`config.mk`:
```
export PLATFORM = sky130hd
export DESIGN_NAME = lookup3_seq
export DESIGN_NICKNAME = d
export VERILOG_FILES = /design/src/rtl/lookup3_seq.sv
export SDC_FILE = /design/constraint.sdc
export NUM_CORES = 2
export LEC_CHECK = 0
export CORE_MARGIN = 2
export CORE_UTILIZATION = 50
export DETAILED_ROUTE_END_ITERATION = 6
export PLACE_DENSITY = 0.78
export SLEW_MARGIN = 0
export SYNTH_ARGS = -nofsm -noshare
export SYNTH_HDL_FRONTEND = slang
export SYNTH_SLANG_ARGS = --single-unit
```
`constraint.sdc`:
```
create_clock -name clk -period 8.03 [get_ports clk]
set_input_delay 1.2045 -clock clk [delete_from_list [all_inputs] [get_ports clk]]
set_output_delay 1.2045 -clock clk [all_outputs]
set_load 0.01 [all_outputs]
```
`src/rtl/lookup3_seq.sv`:
```
// Sequential lookup3 (Jenkins) hash engine: key words streamed over a valid/ready port, one mix/final sub-step per cycle.
// Optional protocol error flag enabled by defining LOOKUP3_SEQ_ERR_EN; otherwise err is tied low.
module lookup3_seq (
   input  logic        clk,
   input  logic        res,
   input  logic        start,
   input  logic [31:0] len,
   input  logic [31:0] initval,
   input  logic        kw_valid,
   input  logic [31:0] kw_data,
   output logic        kw_ready,
   output logic        busy,
   output logic        done,
   output logic [31:0] hash,
   output logic        err
);

   // Handshake: a key word transfers on a rising clk edge where kw_valid && kw_ready;
   // kw_ready depends on state only, and kw_valid while kw_ready is low is discarded.
   typedef enum logic [2:0] {
      IDLE  = 3'd0,
      LOAD  = 3'd1,
      MIX   = 3'd2,
      TAIL  = 3'd3,
      FINAL = 3'd4,
      DONE  = 3'd5
   } state_t;

   state_t      state;
   logic [31:0] a;
   logic [31:0] b;
   logic [31:0] c;
   logic [31:0] rem;
   logic [1:0]  idx;
   logic [2:0]  step;

   logic [31:0] seed;
   logic [31:0] mix_a;
   logic [31:0] mix_b;
   logic [31:0] mix_c;
   logic [31:0] fin_a;
   logic [31:0] fin_b;
   logic [31:0] fin_c;
   logic        tail_last;
   logic [31:0] word_m;

   function automatic logic [31:0] rotl(input logic [31:0] x, input int k);
      return (x << k) | (x >> (32 - k));
   endfunction

   assign seed     = 32'hDEADBEEF + len + initval;
   assign kw_ready = (state == LOAD) || (state == TAIL);
   assign busy     = (state != IDLE);

   // The current tail word is the last one once its byte span reaches rem.
   assign tail_last = (({28'd0, idx, 2'b00} + 32'd4) >= rem);

   always_comb begin
      word_m = kw_data;
      if (tail_last) begin
         case (rem[1:0])
            2'd1:    word_m = kw_data & 32'hFF000000;
            2'd2:    word_m = kw_data & 32'hFFFF0000;
            2'd3:    word_m = kw_data & 32'hFFFFFF00;
            default: word_m = kw_data;
         endcase
      end
   end

   always_comb begin
      mix_a = a;
      mix_b = b;
      mix_c = c;
      case (step)
         3'd0: begin mix_a = (a - c) ^ rotl(c, 4);  mix_c = c + b; end
         3'd1: begin mix_b = (b - a) ^ rotl(a, 6);  mix_a = a + c; end
         3'd2: begin mix_c = (c - b) ^ rotl(b, 8);  mix_b = b + a; end
         3'd3: begin mix_a = (a - c) ^ rotl(c, 16); mix_c = c + b; end
         3'd4: begin mix_b = (b - a) ^ rotl(a, 19); mix_a = a + c; end
         3'd5: begin mix_c = (c - b) ^ rotl(b, 4);  mix_b = b + a; end
         default: begin
            mix_a = a;
            mix_b = b;
            mix_c = c;
         end
      endcase
   end

   always_comb begin
      fin_a = a;
      fin_b = b;
      fin_c = c;
      case (step)
         3'd0: fin_c = (c ^ b) - rotl(b, 14);
         3'd1: fin_a = (a ^ c) - rotl(c, 11);
         3'd2: fin_b = (b ^ a) - rotl(a, 25);
         3'd3: fin_c = (c ^ b) - rotl(b, 16);
         3'd4: fin_a = (a ^ c) - rotl(c, 4);
         3'd5: fin_b = (b ^ a) - rotl(a, 14);
         3'd6: fin_c = (c ^ b) - rotl(b, 24);
         default: begin
            fin_a = a;
            fin_b = b;
            fin_c = c;
         end
      endcase
   end

   always_ff @(posedge clk) begin
      if (res) begin
         state <= IDLE;
         a     <= 32'd0;
         b     <= 32'd0;
         c     <= 32'd0;
         rem   <= 32'd0;
         idx   <= 2'd0;
         step  <= 3'd0;
         done  <= 1'b0;
         hash  <= 32'd0;
      end else begin
         case (state)
            IDLE: begin
               if (start) begin
                  a    <= seed;
                  b    <= seed;
                  c    <= seed;
                  rem  <= len;
                  idx  <= 2'd0;
                  step <= 3'd0;
                  if (len == 32'd0) begin
                     hash  <= seed;
                     done  <= 1'b1;
                     state <= DONE;
                  end else if (len > 32'd12) begin
                     state <= LOAD;
                  end else begin
                     state <= TAIL;
                  end
               end
            end
            LOAD: begin
               if (kw_valid) begin
                  case (idx)
                     2'd0: begin a <= a + kw_data; idx <= 2'd1; end
                     2'd1: begin b <= b + kw_data; idx <= 2'd2; end
                     2'd2: begin
                        c     <= c + kw_data;
                        idx   <= 2'd0;
                        rem   <= rem - 32'd12;
                        step  <= 3'd0;
                        state <= MIX;
                     end
                     default: idx <= 2'd0;
                  endcase
               end
            end
            MIX: begin
               a <= mix_a;
               b <= mix_b;
               c <= mix_c;
               if (step == 3'd5) begin
                  step  <= 3'd0;
                  state <= (rem > 32'd12) ? LOAD : TAIL;
               end else begin
                  step <= step + 3'd1;
               end
            end
            TAIL: begin
               if (kw_valid) begin
                  case (idx)
                     2'd0:    a <= a + word_m;
                     2'd1:    b <= b + word_m;
                     default: c <= c + word_m;
                  endcase
                  if (tail_last) begin
                     idx   <= 2'd0;
                     step  <= 3'd0;
                     state <= FINAL;
                  end else begin
                     idx <= idx + 2'd1;
                  end
               end
            end
            FINAL: begin
               a <= fin_a;
               b <= fin_b;
               c <= fin_c;
               if (step == 3'd6) begin
                  step  <= 3'd0;
                  hash  <= fin_c;
                  done  <= 1'b1;
                  state <= DONE;
               end else begin
                  step <= step + 3'd1;
               end
            end
            DONE: begin
               done  <= 1'b0;
               state <= IDLE;
            end
            default: begin
               done  <= 1'b0;
               state <= IDLE;
            end
         endcase
      end
   end

`ifdef LOOKUP3_SEQ_ERR_EN
   // Sticky until reset or the next accepted job.
   always_ff @(posedge clk) begin
      if (res) begin
         err <= 1'b0;
      end else if ((state == IDLE) && start) begin
         err <= 1'b0;
      end else if ((start && (state != IDLE)) ||
                   (kw_valid && ((state == MIX) || (state == FINAL) || (state == DONE)))) begin
         err <= 1'b1;
      end
   end
`else
   assign err = 1'b0;
`endif

endmodule

```
==> results.py <==
metrics = {
    "global_route": {
        "antenna_violations_before_repair": 13,
        "grt_max_degree": 125,
        "globalRoute.totalOverflow": 0,
        "grt_pass1_vias": 37800,
        "grt_pass1_wl_um": 263000,
        "grtUsageTotal_pct": 49.9,
    },
    "sta": {
        "period_share_pct": 82.9,
        "hold_viol": 0,
        "worst_clock_skew_ns": 0.0232,
        "rsz0062_at_grt": "false",
        "finalSetupViolCount": 0,
        "slew_headroom_pct": 16.6,
        "timing.setup.tns_ns": 0,
        "final_period_minus_worst_setup_slack_ns": 6.66,
        "maxSlewViolCount": 0,
        "worst_case_setup_margin_in_the_final_layout_ns": 1.37,
        "worst_pin_slew_ns": 1.25,
        "maxClockFrequency_ghz": 0.150,
        "finalHoldWorstSlack_ns": 0.463,
    },
    "layout": {
        "area_growth_pct": 8.85,
        "fillCellCount": 6962,
        "final_nets": 5632,
        "instances_no_fill": 6017,
        "drive_above_1_share_pct": 4.46,
    },
    "setup_path": {
        "worstPathRequired_ns": 8.40,
        "critical_path_arrival_ns": 7.03,
        "crit_path_max_fanout": 8,
        "rr_worst_depth": 19,
        "rr_endpoint": "a[26]",
        "end_kind": "register",
        "r2r_start": "rem[24]",
        "reg2reg_setup_slack_ns": 1.37,
        "critical_path.startpoint_type": "register",
        "timing.setup.critical_path_class": "register to register",
    },
    "yosys": {
        "post_synth_instance_area_um2": 35100,
        "synth.area.top_cells": "sky130_fd_sc_hd__ha_1 17%, sky130_fd_sc_hd__dfxtp_1 9.6%, sky130_fd_sc_hd__a21oi_1 9.0%",
        "postSynth.topFlopCell": "sky130_fd_sc_hd__dfxtp_1",
        "asyncSetResetFlopFracSynth_pct": 0,
        "per_instance_average_area_after_synthesis_um2": 6.95,
        "yosys.area.top_type": "sky130_fd_sc_hd__ha_1",
        "yosysTopAreaCellShare_pct": 16.5,
        "yosys_register_bits": 169,
        "yosys_warnings": 0,
        "synth_nets": 5622,
        "yosys.cell_types.count": 102,
        "synthMostInstantiatedCell": "sky130_fd_sc_hd__a21oi_1",
        "syn_inst": 5046,
        "seq_area_frac_synth_pct": 9.64,
        "ys_top_cells_by_count": "631 x sky130_fd_sc_hd__a21oi_1, 504 x sky130_fd_sc_hd__nor2_1, 463 x sky130_fd_sc_hd__ha_1",
        "synth-edff-count": 0,
    },
    "clocking": {
        "cts_made_buffers": 17,
        "tritoncts": "built",
        "clk_pin_slew_worst_paths_ns": 0.09,
        "cts_max_path_buffers": 2,
        "clk_root_buffer_cell": "sky130_fd_sc_hd__clkbuf_16",
        "post_cts_resized": 0,
        "cts.repair_timing.setup_buffer_count": 0,
        "clk_latency_ns": 0.54,
        "post_cts_hold_buffer_count": 0,
        "htree_num_levels": 4,
        "cts_sinks": 169,
    },
    "route": {
        "drtPass1Iterations": 7,
        "vias": 42300,
        "route.final.wire_length_um": 187000,
        "drt_first_iter_violations": 6164,
        "viasPerCell": 7.03,
        "antenna_left": 0,
        "drt_drc_violations_left": 18,
        "routed_wire_length_per_instance_um": 31.0,
    },
    "die": {
        "floorplan.die.height_um": 269,
        "floorplan.rows": 97,
        "chipWidth_um": 269,
        "design.die.area_um2": 72300,
        "initial_utilization_pct": 50.3,
        "core_region_area_um2": 69800,
        "top_level_ports": 136,
    },
    "placement": {
        "numPortBuffers": 134,
        "dp_worst_setup_slack_ns": 1.63,
        "detailed_place_hpwl_um": 150000,
        "post-place-cells": 5977,
        "gp_congestion": 1.13,
    },
    "worst_hold_path": {
        "holdCritPathClass": "register to register",
        "min_delay_path_depth": 2,
        "launch_instance_of_the_worst_min_delay_path": "hash[17]",
        "hold_path_end": "hash[17]",
    },
    "run": {
        "maxCapViolations": 0,
    },
    "run_status": {
        "status": "finished, violations left",
        "failing_checks": "design-rule violations",
    },
}
-- logic make-up (layout without fill, tap and decap cells) --
kind of cell | count (synthesis) | after routing | share of synthesized area, %
XOR/XNOR | 404 | 404 | 10.1
buffers and inverters | 618 | 641 | 6.76
adder cells (fa/ha/maj) | 476 | 476 | 17.3
AND/OR/NAND/NOR | 1441 | 1441 | 19.3
flip-flops | 169 | 169 | 9.64
multiplexers | 71 | 71 | 2.05
other | 1 | 9 | 0.0107
AO/OA/AOI/OAI | 1866 | 1866 | 34.9
-- cells in the final DEF, fill, tap and decap left out, drive strengths merged, types with 55 or more instances in the layout --
master and n:
nand3 83, o211ai 58, xor2 80, a31oi 55, o21ai 297, a21o 134
a21oi 635, mux2i 66, xnor2 324, buf 114, inv 361, nor3 120
nor2b 69, a211oi 121, a221oi 71, nand2 352, clkdlybuf4s50 133, nand2b 55
o21bai 64, ha 463, dfxtp 169, nor2 504
-- how the worst max path moves through the flow --
stage,cells past startpoint,endpoint,slack [ns],start
floorplan,21,c[30],2.68,step[1]
global placement,18,b[31],1.78,rem[24]
detailed placement,19,a[26],1.63,rem[24]
CTS,19,a[26],1.60,rem[24]
global route,19,a[26],1.07,rem[24]
finish,19,a[26],1.37,rem[24]
-- metal layers --
layer	global-route usage [%]	share of wire, %	up-vias
li1	-	-	18500
met1	64.3	39	19900
met2	68.4	38	3172
met3	18.8	14	730
met4	32.7	7.9	16
met5	1.82	0.13	-
-- registers in the layout, summed over array words and instances, names as in the netlist --
signal	flops
a	32
b	32
c	32
done	1
hash	32
idx	2
rem	32
state	3
step	3
-- per-stage QoR --
step / util (%) / area, um2
finish: 54.7 / 38200
global route: 54.7 / 38200
CTS: 54.7 / 38200
detailed placement: 53.8 / 37500
global placement: 53.8 / 37500
floorplan: - / 35100
-- worst max-delay path, cell delays in order, from the launching register on --
cell                        delay (ns)
sky130_fd_sc_hd__dfxtp_1          0.37
sky130_fd_sc_hd__or3_1            0.43
sky130_fd_sc_hd__nor4_1           0.42
sky130_fd_sc_hd__nand4_1          0.26
sky130_fd_sc_hd__a211oi_1         0.56
sky130_fd_sc_hd__nand3_1          0.34
sky130_fd_sc_hd__nor2_1           0.50
sky130_fd_sc_hd__nor2b_1          0.18
sky130_fd_sc_hd__ha_1             0.26
sky130_fd_sc_hd__fa_1             0.44
sky130_fd_sc_hd__a21oi_1          0.24
sky130_fd_sc_hd__o21ai_0          0.20
sky130_fd_sc_hd__a221oi_1         0.73
sky130_fd_sc_hd__nand4b_1         0.27
sky130_fd_sc_hd__a21boi_1         0.22
sky130_fd_sc_hd__a211o_1          0.33
sky130_fd_sc_hd__xnor2_1          0.13
sky130_fd_sc_hd__nor2_1           0.06
sky130_fd_sc_hd__a2111oi_0        0.42
sky130_fd_sc_hd__a311oi_1         0.14
-- layout make-up --
cell class | instances | area, um2 | share of cell area [%]
Inverter | 362 | 1360 | 3.56
Clock inverter | 15 | 211 | 0.554
Sequential cell | 169 | 3380 | 8.86
Clock buffer | 17 | 425 | 1.11
Timing Repair Buffer | 247 | 2200 | 5.77
Multi-Input combinational cell | 4259 | 29400 | 77.0
Antenna cell | 8 | 20.0 | 0.0524
Tap cell | 940 | 1180 | 3.08
Power is not shown: default switching activity piles up to over one toggle a cycle in this logic, so the estimate is an artifact.
